==> src/rtl/div_unit.sv <==
// div_unit: multi-cycle radix-2 restoring divider for MIPS DIV/DIVU (quotient -> LO, remainder -> HI).
// Latency: DATA_W+1 cycles from start to ready (1 cycle for divide-by-zero); one result per operation.
// Backpressure: raises stall_req to hold the pipeline while iterating; annul kills an operation in flight.
//
// Ports:
//   clk, rst         clock, synchronous active-high reset
//   start            request a divide (sampled only in IDLE)
//   signed_div       1 = DIV, 0 = DIVU (sampled with start)
//   annul            abort current operation; wins over start and completion
//   a, b             dividend / divisor (sampled with start)
//   stall_req        hold pipeline: start being accepted, or iterating
//   busy             registered, high while iterating
//   ready            one-cycle pulse, hiout/loout valid
//   hiout, loout     remainder / quotient, held until the next result or reset
module div_unit #(
  parameter int DATA_W = 32
) (
  input  logic              clk,
  input  logic              rst,
  input  logic              start,
  input  logic              signed_div,
  input  logic              annul,
  input  logic [DATA_W-1:0] a,
  input  logic [DATA_W-1:0] b,
  output logic              stall_req,
  output logic              busy,
  output logic              ready,
  output logic [DATA_W-1:0] hiout,
  output logic [DATA_W-1:0] loout
);

  localparam int CNT_W = $clog2(DATA_W);

  typedef enum logic [1:0] {
    S_IDLE,
    S_BUSY,
    S_DONE
  } state_t;

  state_t            state_q, state_d;
  // dvd_q shifts the dividend out of its MSB while quotient bits shift in at
  // the LSB, so after DATA_W iterations it holds the unsigned quotient.
  logic [DATA_W-1:0] dvd_q, dvd_d;
  logic [DATA_W-1:0] rem_q, rem_d;
  logic [DATA_W-1:0] dvs_q, dvs_d;
  logic [DATA_W-1:0] hi_q, hi_d;
  logic [DATA_W-1:0] lo_q, lo_d;
  logic [CNT_W-1:0]  cnt_q, cnt_d;
  logic              sa_q, sa_d;
  logic              sb_q, sb_d;
  logic              sgn_q, sgn_d;
  logic              dz_q, dz_d;
  logic              busy_q, busy_d;

  logic [DATA_W-1:0] a_abs, b_abs;
  logic [DATA_W:0]   shifted;
  logic [DATA_W+1:0] trial;
  logic              trial_neg;
  logic [DATA_W-1:0] q_fix, r_fix;
  logic              res_vld;

  always_comb begin
    a_abs = (signed_div && a[DATA_W-1]) ? -a : a;
    b_abs = (signed_div && b[DATA_W-1]) ? -b : b;

    // The shifted partial remainder keeps one extra bit: with an unsigned
    // divisor above 2^(DATA_W-1) the remainder's MSB can be set before the
    // shift and must not be lost.
    shifted   = {rem_q, dvd_q[DATA_W-1]};
    trial     = {1'b0, shifted} - {2'b00, dvs_q};
    trial_neg = trial[DATA_W+1];

    // Sign fix-up; a divide-by-zero result is delivered raw.
    q_fix = (sgn_q && !dz_q && (sa_q ^ sb_q)) ? -dvd_q : dvd_q;
    r_fix = (sgn_q && !dz_q && sa_q) ? -rem_q : rem_q;

    res_vld = (state_q == S_DONE) && !annul;
  end

  always_comb begin
    state_d = state_q;
    dvd_d   = dvd_q;
    rem_d   = rem_q;
    dvs_d   = dvs_q;
    hi_d    = hi_q;
    lo_d    = lo_q;
    cnt_d   = cnt_q;
    sa_d    = sa_q;
    sb_d    = sb_q;
    sgn_d   = sgn_q;
    dz_d    = dz_q;

    case (state_q)
      S_IDLE: begin
        if (start && !annul) begin
          sa_d  = a[DATA_W-1];
          sb_d  = b[DATA_W-1];
          sgn_d = signed_div;
          dvs_d = b_abs;
          cnt_d = '0;
          if (b == '0) begin
            // Divide by zero: all-ones quotient, remainder is a untouched.
            dz_d    = 1'b1;
            dvd_d   = '1;
            rem_d   = a;
            state_d = S_DONE;
          end else begin
            dz_d    = 1'b0;
            dvd_d   = a_abs;
            rem_d   = '0;
            state_d = S_BUSY;
          end
        end
      end
      S_BUSY: begin
        if (annul) begin
          state_d = S_IDLE;
        end else begin
          rem_d = trial_neg ? shifted[DATA_W-1:0] : trial[DATA_W-1:0];
          dvd_d = {dvd_q[DATA_W-2:0], ~trial_neg};
          cnt_d = cnt_q + CNT_W'(1);
          if (cnt_q == CNT_W'(DATA_W - 1)) begin
            state_d = S_DONE;
          end
        end
      end
      S_DONE: begin
        state_d = S_IDLE;
        if (res_vld) begin
          hi_d = r_fix;
          lo_d = q_fix;
        end
      end
      default: begin
        state_d = S_IDLE;
      end
    endcase

    busy_d = (state_d == S_BUSY);
  end

  always_ff @(posedge clk) begin
    if (rst) begin
      state_q <= S_IDLE;
      dvd_q   <= '0;
      rem_q   <= '0;
      dvs_q   <= '0;
      hi_q    <= '0;
      lo_q    <= '0;
      cnt_q   <= '0;
      sa_q    <= 1'b0;
      sb_q    <= 1'b0;
      sgn_q   <= 1'b0;
      dz_q    <= 1'b0;
      busy_q  <= 1'b0;
    end else begin
      state_q <= state_d;
      dvd_q   <= dvd_d;
      rem_q   <= rem_d;
      dvs_q   <= dvs_d;
      hi_q    <= hi_d;
      lo_q    <= lo_d;
      cnt_q   <= cnt_d;
      sa_q    <= sa_d;
      sb_q    <= sb_d;
      sgn_q   <= sgn_d;
      dz_q    <= dz_d;
      busy_q  <= busy_d;
    end
  end

  // Results are shown combinationally in the DONE cycle so the pipeline can
  // consume them while ready is high; the held copy takes over afterwards.
  assign ready     = res_vld;
  assign hiout     = res_vld ? r_fix : hi_q;
  assign loout     = res_vld ? q_fix : lo_q;
  assign busy      = busy_q;
  assign stall_req = ((state_q == S_IDLE) && start && !annul) || (state_q == S_BUSY);

endmodule

==> config.mk <==
export PLATFORM = sky130hd
export DESIGN_NAME = div_unit
export DESIGN_NICKNAME = d
export VERILOG_FILES = /design/src/rtl/div_unit.sv
export SDC_FILE = /design/constraint.sdc
export NUM_CORES = 1
export LEC_CHECK = 0
export CORE_MARGIN = 2
export CORE_UTILIZATION = 45
export CTS_CLUSTER_DIAMETER = 60
export DETAILED_ROUTE_END_ITERATION = 16
export GPL_ROUTABILITY_DRIVEN = 0
export PLACE_DENSITY = 0.67
export SYNTH_ARGS = -nofsm -noshare
export SYNTH_HDL_FRONTEND = slang
export SYNTH_SLANG_ARGS = --single-unit
export TNS_END_PERCENT = 20
==> constraint.sdc <==
create_clock -name clk -period 5.5 [get_ports clk]
set_clock_uncertainty 0.2 [all_clocks]
set_input_delay 0.825 -clock clk [delete_from_list [all_inputs] [get_ports clk]]
set_output_delay 0.825 -clock clk [all_outputs]
set_load 0.01 [all_outputs]
==> impl_metrics.tcl, run 1 <==
set metrics [dict create \
    status "completed" \
    synthFlopType "dfxtp_1" \
    synth_top_area_share_pct 30.33 \
    worst_pin_slew_ns 0.9722 \
    antenna_found_initial 0 \
    pwr-share-seq_pct 39.1 \
    cp-start-kind "flop" \
    cts_root_buf "clkbuf_16" \
    n_fill_cell 2408 \
    ys_top_cells_by_area "dfxtp_1 30%, xnor2_1 6.2%, nand2_1 6.0%" \
    cts-hold-fix-buffers 0 \
    holdWs_ns 0.2552 \
    cts-htree-levels 4 \
    first_pass_iters 7 \
    numCtsBuffers 17 \
    switching_share_pct 33.78 \
    clockBufferDepth 2 \
    cts.sinks 172 \
    synth_edf_count 0 \
    syn-cell-area_um2 11350 \
    setup_viol 0 \
    drive_gt1_share_pct 5.041 \
    vdd_ir_drop_max_uv 187.7 \
    area_growth_pct 18.27 \
    final.period_utilization_pct 82.83 \
    grt_max_degree 76 \
    hold_viol 0 \
    place_hpwl_um 24550 \
    p_leak_nw 4.784 \
    path_class "flop to output pin" \
    avgViaCountPerCell 5.729 \
    tns_ns 0 \
    clk_transition_reported_paths_ns 0.07 \
    wl_per_cell_um 17.11 \
    drc 0 \
    post_cts_buffers 0 \
    power_density_nw_per_um2 261.9 \
    grt_pass1_vias 9815 \
    antenna_cells 0 \
    pwr-share-clk_pct 34.9 \
    arrival_ns 3.53 \
    required_ns 4.47 \
    slew-limit-headroom_pct 35.02 \
    die_h_um 162.8 \
    ys_ff_latch 172 \
    fp.dieArea_um2 26510 \
    grt-ovfl-total 0 \
    drt_iter0_drc 791 \
    rsz0062_at_grt "no" \
    cap_violations 0 \
    yosysTopAreaCell "dfxtp_1" \
    hp-class "flop to flop" \
    seq_area_frac_synth_pct 30.33 \
    synth_nets 1594 \
    io_pins 136 \
    syn_avg_cell_area_um2 7.639 \
    fmax_mhz 219.5 \
    final.min_clock_period_ns 4.555 \
    pwr-share-comb_pct 26.0 \
    internal_power_mw 2.329 \
    cts_resized 0 \
    core_area_um2 24960 \
    synth_warnings 0 \
    layout.nets 1662 \
    path_max_fanout 6 \
    antenna_left 0 \
    ys_types 70 \
    die_w_um 162.8 \
    yosysMostFrequentCell "nand2_1" \
    grtUsageTotal_pct 24.32 \
    placementRows 58 \
    rrSetupSlack_ns 1.88 \
    synthArstFlopShare_pct 0 \
    routed_wl_um 32460 \
    critPathCaptureType "output pin" \
    maxSlewViolCount 0 \
    syn_inst 1486 \
    vias 10870 \
    switching_power_mw 1.188 \
    grt_pass1_wl_um 51550 \
    clk_latency_ns 0.44 \
    cts_tree "done" \
    initial_core_util_pct 45.47 \
    netlist_top_cells_count "182 x nand2_1, 172 x dfxtp_1, 123 x a21oi_1" \
    numPortBuffers 135 \
]
## cell type report
| type | count | area (um2) | area share, % |
|---|---|---|---|
| clock buffer | 18 | 439.2 | 3.271 |
| clock inverter | 14 | 151.4 | 1.128 |
| inverter | 62 | 232.7 | 1.733 |
| multi-input combinational | 1151 | 7286 | 54.26 |
| sequential | 172 | 3443 | 25.65 |
| tap | 330 | 412.9 | 3.075 |
| timing repair buffer | 150 | 1461 | 10.88 |
## path summary, 6_finish.rpt
| check | start | end | cells past startpoint |
|---|---|---|---|
| worst max register to register | rem_q[5] | rem_q[11] | 9 |
| worst max-delay path | dvd_q[2] | loout[31] | 8 |
| worst min-delay path | dvs_q[21] | dvs_q[21] | 2 |
| worst min register to register | dvs_q[21] | dvs_q[21] | 2 |
## sequential cells by signal, indices dropped and copies added (netlist names)
register  cells
rem_q        32
lo_q         32
sa_q          1
cnt_q         5
dz_q          1
sb_q          1
dvd_q        32
sgn_q         1
busy          1
hi_q         32
dvs_q        32
state_q       2
## logic make-up after synthesis
group | share of synthesized area (%)
fa+ha+maj | 4.365
simple gates | 22.08
xor+xnor | 10.72
buf+inv | 5.753
compound gates | 26.75
flops | 30.33
## routing by layer
layer	track usage [%]	share of wire, %	vias to the layer above
li1	-	-	5456
met1	35.77	49	4995
met2	36.67	43	375
met3	2.979	6.3	41
met4	8.085	2.2	0
met5	0	0	-
## stage by stage
step                      instance area [um2]  setup WS (ns)  utilization (%)  cells  total power [mW]
final                                   13430         0.9446            53.78   1897             3.517
after detailed placement                12840          1.251            51.42   1865             2.299
after floorplan                         11350          2.255                -   1486             2.036
after CTS                               13430         0.9483            53.78   1897             3.522
after global routing                    13430         0.8426            53.78   1897             3.687
after global placement                  12840          1.285            51.42   1865             2.288
## cell usage in the layout (no fill, tap or decap), types with 8 or more instances in the layout
cell type | Yosys | final
and3_1 | 8 | 8
o21ai_1 | 40 | 39
nor2_1 | 121 | 121
o21bai_1 | 8 | 8
nand2_1 | 182 | 181
nor4_1 | 9 | 9
o21a_1 | 10 | 9
clkbuf_16 | 0 | 17
o21ai_0 | 71 | 71
clkdlybuf4s50_1 | 0 | 134
a221oi_1 | 30 | 30
o221ai_1 | 25 | 25
or3_1 | 10 | 10
a21oi_1 | 123 | 122
nand3_1 | 10 | 10
dfxtp_1 | 172 | 172
a211oi_1 | 45 | 45
nand4_1 | 14 | 14
and2_1 | 10 | 10
a31oi_1 | 16 | 16
xor2_1 | 59 | 59
o31ai_1 | 17 | 17
a21o_1 | 21 | 21
ha_1 | 38 | 38
xnor2_1 | 80 | 80
nor2b_1 | 70 | 70
inv_1 | 62 | 62
a311oi_1 | 8 | 8
nor3_1 | 35 | 35
buf_4 | 6 | 16
## worst max-delay path, stage by stage, from the launching register on
cell	delay (ns)
dfxtp_1	0.38
or3_4	0.44
or4_4	0.46
and4b_1	0.44
nand2_2	0.09
o31a_1	0.36
xnor2_1	0.18
o21ai_1	0.17
clkdlybuf4s50_1	0.56
## power by group through the flow
stage / clock (mW) / sequential [mW] / combinational [mW]
2_1_floorplan: 0 / 1.37 / 0.665
3_3_place_gp: 0 / 1.40 / 0.888
3_5_place_dp: 0 / 1.40 / 0.897
4_1_cts: 1.25 / 1.37 / 0.900
5_1_grt: 1.30 / 1.38 / 1.00
6_report: 1.23 / 1.38 / 0.913
No activity file was read; power rests on OpenSTA's default activity.
==> inputs of run 2 (changes only) <==
==> constraint.sdc (replaced) <==
create_clock -name clk -period 4.52 [get_ports clk]
set_clock_uncertainty 0.2 [all_clocks]
set_input_delay 0.678 -clock clk [delete_from_list [all_inputs] [get_ports clk]]
set_output_delay 0.678 -clock clk [all_outputs]
set_load 0.01 [all_outputs]
==> impl_metrics.tcl, run 2 (synthesized netlist as in run 1, its figures left out) <==
set metrics [dict create \
    status "completed" \
    grt_pass1_vias 9791 \
    initial_core_util_pct 45.47 \
    routed_wl_um 32870 \
    area_growth_pct 19.53 \
    rsz0062_at_grt "no" \
    wl_per_cell_um 17.21 \
    core_area_um2 24960 \
    worst_pin_slew_ns 0.9134 \
    io_pins 136 \
    slew-limit-headroom_pct 38.55 \
    utilization_pct 54.36 \
    final_common_cell "nand2_1" \
    grtUsageTotal_pct 24.53 \
    worstHoldPathCells 2 \
    crit_path_cell_trace "nor4_1 > and4b_1 > and3b_1 > a31oi_1 > xnor2_1 > o21ai_1 > clkdlybuf4s50_1" \
    avgViaCountPerCell 5.704 \
    arrival_ns 3.49 \
    critPathBufInv 1 \
    die_w_um 162.8 \
    final_cell_mix "181 x nand2_1, 172 x dfxtp_1, 134 x clkdlybuf4s50_1" \
    numCtsBuffers 17 \
    path_max_fanout 6 \
    cp-start-kind "flop" \
    place_hpwl_um 24480 \
    layout.nets 1675 \
    drt_iter0_drc 822 \
    n_fill_cell 2401 \
    post_cts_buffers 0 \
    setup_viol 0 \
    die_h_um 162.8 \
    critPathMaxStageDelay_ns 0.79 \
    vias 10890 \
    final.min_clock_period_ns 4.365 \
    maxSlewViolCount 0 \
    drc 0 \
    hp-class "flop to flop" \
    cts_tree "done" \
    cts_resized 0 \
    numPortBuffers 135 \
    rr_worst_depth 10 \
    first_pass_iters 5 \
    critPathCaptureType "output pin" \
    path_class "flop to output pin" \
    grt-ovfl-total 0 \
    required_ns 3.64 \
    cp.depth 7 \
    power_density_nw_per_um2 325.0 \
    clk_latency_ns 0.44 \
    slowest_stage "nor4_1" \
    grt_max_degree 71 \
    cts-hold-fix-buffers 0 \
    vdd_ir_drop_max_uv 251.0 \
    fmax_mhz 229.1 \
    antenna_cells 0 \
    critPathTopFamily "simple AND/OR/NAND/NOR gates" \
    tns_ns 0 \
    cts.sinks 172 \
    clockBufferDepth 2 \
    clk_transition_reported_paths_ns 0.07 \
    final.period_utilization_pct 96.58 \
    cts_root_buf "clkbuf_16" \
    drive_gt1_share_pct 5.823 \
    p_leak_nw 4.884 \
    antenna_left 0 \
    hold_viol 0 \
    cap_violations 0 \
    grt_pass1_wl_um 51970 \
    antenna_found_initial 0 \
    placementRows 58 \
    fp.dieArea_um2 26510 \
    cts-htree-levels 4 \
]
-- run 2: changes by cell type in the layout (fill, tap and decap cells not counted), sizes merged --
cell      before  now
buf           16   29
inv           70   67
clkinvlp       3    0
clkbuf        18   17
bufinv         1    4
clkinv         2    6
-- run 2: cell type report --
cell class / count / area (um2) / area share (%)
Inverter: 62 / 232.7 / 1.715
Sequential cell: 172 / 3443 / 25.38
Clock inverter: 15 / 210.2 / 1.549
Multi-Input combinational cell: 1151 / 7286 / 53.69
Tap cell: 330 / 412.9 / 3.043
Timing Repair Buffer: 163 / 1559 / 11.49
Clock buffer: 17 / 425.4 / 3.135
-- run 2: final timing paths --
kind	from	slack (ns)	endpoint
setup / recovery	rem_q[2]	0.15	hiout[31]
hold / removal	dz_q	0.26	dz_q
setup reg to reg	rem_q[19]	1.15	rem_q[11]
hold reg to reg	dz_q	0.26	dz_q
-- run 2: worst min-delay path: cells and delay by family (launching register included) --
family | cells | cell delay [ns]
DFF | 1 | 0.31
and+or+nand+nor | 1 | 0.05
AOI/OAI and AO/OA | 1 | 0.05
-- run 2: per-layer routing --
metal / GRT usage, % / vias up / share of wire (%)
li1: - / 5477 / -
met2: 37.04 / 386 / 42
met5: 0 / - / 0
met3: 4.125 / 48 / 6.8
met1: 35.51 / 4983 / 49
met4: 7.763 / 0 / 2.2
-- run 2: stage by stage --
| stage | area [um2] | setup WS, ns | cells | power (mW) | hold slack [ns] |
|---|---|---|---|---|---|
| 6_report | 13570 | 0.1546 | 1910 | 4.410 | 0.2587 |
| 5_1_grt | 13570 | 0.001085 | 1910 | 4.616 | 0.2760 |
| 4_1_cts | 13570 | 0.1539 | 1910 | 4.405 | 0.2567 |
| 3_5_place_dp | 12930 | 0.6396 | 1878 | 2.807 | 0.2482 |
| 3_3_place_gp | 12930 | 0.6772 | 1878 | 2.793 | 0.2403 |
| 2_1_floorplan | 11350 | 1.422 | 1486 | 2.478 | 0.2318 |
-- run 2: where the power goes --
group          internal [mW]  switching, mW
clock network          0.938          0.669
registers               1.58         0.0864
logic                  0.466          0.671
==> inputs of run 3 (changes only) <==
--- a/config.mk
+++ b/config.mk
@@ -10,7 +10,10 @@
 export CTS_CLUSTER_DIAMETER = 60
 export DETAILED_ROUTE_END_ITERATION = 16
 export GPL_ROUTABILITY_DRIVEN = 0
+export MAX_ROUTING_LAYER = met4
 export PLACE_DENSITY = 0.67
+export SETUP_SLACK_MARGIN = 0.1
+export SLEW_MARGIN = 20
 export SYNTH_ARGS = -nofsm -noshare
 export SYNTH_HDL_FRONTEND = slang
 export SYNTH_SLANG_ARGS = --single-unit
==> impl_metrics.tcl, run 3 (synthesized netlist as in run 1, its figures left out) <==
set metrics [dict create \
    status "completed" \
    final.min_clock_period_ns 4.292 \
    clockBufferDepth 2 \
    clk_transition_reported_paths_ns 0.07 \
    cp-endpoint "loout[31]" \
    pwr-share-comb_pct 25.7 \
    critPathCaptureType "output pin" \
    setup_viol 0 \
    grtUsageTotal_pct 25.29 \
    r2r-start "rem_q[5]" \
    hp-class "flop to flop" \
    die_h_um 162.8 \
    slew-limit-headroom_pct 47.72 \
    arrival_ns 3.41 \
    area_growth_pct 19.60 \
    cts-hold-fix-buffers 0 \
    layout.nets 1675 \
    vias 10870 \
    rrSetupSlack_ns 1.16 \
    numPortBuffers 135 \
    drive_gt1_share_pct 5.949 \
    grt-ovfl-total 0 \
    avgViaCountPerCell 5.693 \
    path_max_fanout 6 \
    die_w_um 162.8 \
    p_leak_nw 4.884 \
    n_fill_cell 2401 \
    grt_pass1_vias 9774 \
    antenna_cells 0 \
    fin_total_pwr_mw 4.407 \
    switching_power_mw 1.423 \
    numCtsBuffers 17 \
    rr_worst_depth 10 \
    pwr-share-clk_pct 36.5 \
    antenna_left 0 \
    grt_max_degree 71 \
    path_class "flop to output pin" \
    maxSlewViolCount 0 \
    antenna_found_initial 0 \
    clk_latency_ns 0.43 \
    wl_per_cell_um 17.17 \
    cts_root_buf "clkbuf_16" \
    fmax_mhz 233.0 \
    cp-start-kind "flop" \
    placementRows 58 \
    switching_share_pct 32.28 \
    final_common_cell "nand2_1" \
    first_pass_iters 5 \
    core_area_um2 24960 \
    rsz0062_at_grt "yes" \
    cts.sinks 172 \
    tns_ns 0 \
    place_hpwl_um 24480 \
    fin_cells 1910 \
    io_pins 136 \
    internal_power_mw 2.985 \
    final_cell_mix "181 x nand2_1, 172 x dfxtp_1, 134 x clkdlybuf4s50_1" \
    startpoint "dvd_q[2]" \
    routed_wl_um 32790 \
    pwr-share-seq_pct 37.8 \
    fp.dieArea_um2 26510 \
    placed_cells 1878 \
    drt_iter0_drc 896 \
    drc 0 \
    cap_violations 0 \
    hold_viol 0 \
    required_ns 3.64 \
    worst_pin_slew_ns 0.7843 \
    r2r_end "rem_q[1]" \
    power_density_nw_per_um2 324.6 \
    grt_pass1_wl_um 52030 \
    cts_tree "done" \
    final.period_utilization_pct 94.95 \
    cts-htree-levels 4 \
    placedInstanceArea_um2 12930 \
    design_area_um2 13580 \
    vdd_ir_drop_max_uv 249.9 \
    initial_core_util_pct 45.47 \
]
[run 3: per-layer routing]
layer | global-route usage, % | vias to the layer above | routed length, um
met4 | 7.763 | 0 | 688
met1 | 35.64 | 4960 | 15820
li1 | - | 5482 | -
met3 | 4.202 | 44 | 2296
met2 | 36.96 | 387 | 13990
met5 | - | - | 0
[run 3: power by group through the flow]
| stage | Clock (mW) | Combinational, mW | Sequential (mW) |
|---|---|---|---|
| 2_1_floorplan | 0 | 0.810 | 1.67 |
| 3_3_place_gp | 0 | 1.10 | 1.69 |
| 3_5_place_dp | 0 | 1.11 | 1.70 |
| 4_1_cts | 1.63 | 1.12 | 1.66 |
| 5_1_grt | 1.71 | 1.24 | 1.67 |
| 6_report | 1.61 | 1.13 | 1.67 |
[run 3: what timing repair did]
| action | in CTS | in global routing |
|---|---|---|
| gates resized for setup | 0 | 2 |
| endpoints found under the setup margin | 0 | 6 |
| buffers inserted | 0 | 0 |
[run 3: per-stage QoR]
stage               setup WS [ns]  utilization [%]  hold slack (ns)
floorplan                   1.422                -           0.2318
global placement           0.6772            51.81           0.2403
detailed placement         0.6396            51.81           0.2482
CTS                        0.1539            54.36           0.2567
global route              0.07541            54.39           0.2760
finish                     0.2281            54.39           0.2588
[run 3: how the worst min path moves through the flow]
stage	start	to	slack [ns]	depth (start not counted)
3_3_place_gp	dvs_q[17]	dvs_q[17]	0.24	2
6_report	dz_q	dz_q	0.26	2
5_1_grt	dvs_q[31]	dvs_q[31]	0.28	2
4_1_cts	dvs_q[31]	dvs_q[31]	0.26	2
2_1_floorplan	sgn_q	sgn_q	0.23	2
3_5_place_dp	dz_q	dz_q	0.25	2
[run 3: worst max-delay path, cell delays in order, from the launching register on]
cell,delay [ns]
dfxtp_1,0.37
or3_4,0.43
or4_4,0.47
and4b_2,0.40
nand2_2,0.08
o31a_1,0.35
xnor2_1,0.17
o21ai_1,0.16
clkdlybuf4s50_1,0.57
[run 3: area by class of cell]
class / instances / area, um2 / area share [%]
timing repair buffer: 163 / 1559 / 11.48
multi-input combinational: 1151 / 7293 / 53.72
tap: 330 / 412.9 / 3.041
clock buffer: 17 / 425.4 / 3.133
inverter: 62 / 232.7 / 1.714
sequential: 172 / 3443 / 25.36
clock inverter: 15 / 210.2 / 1.548
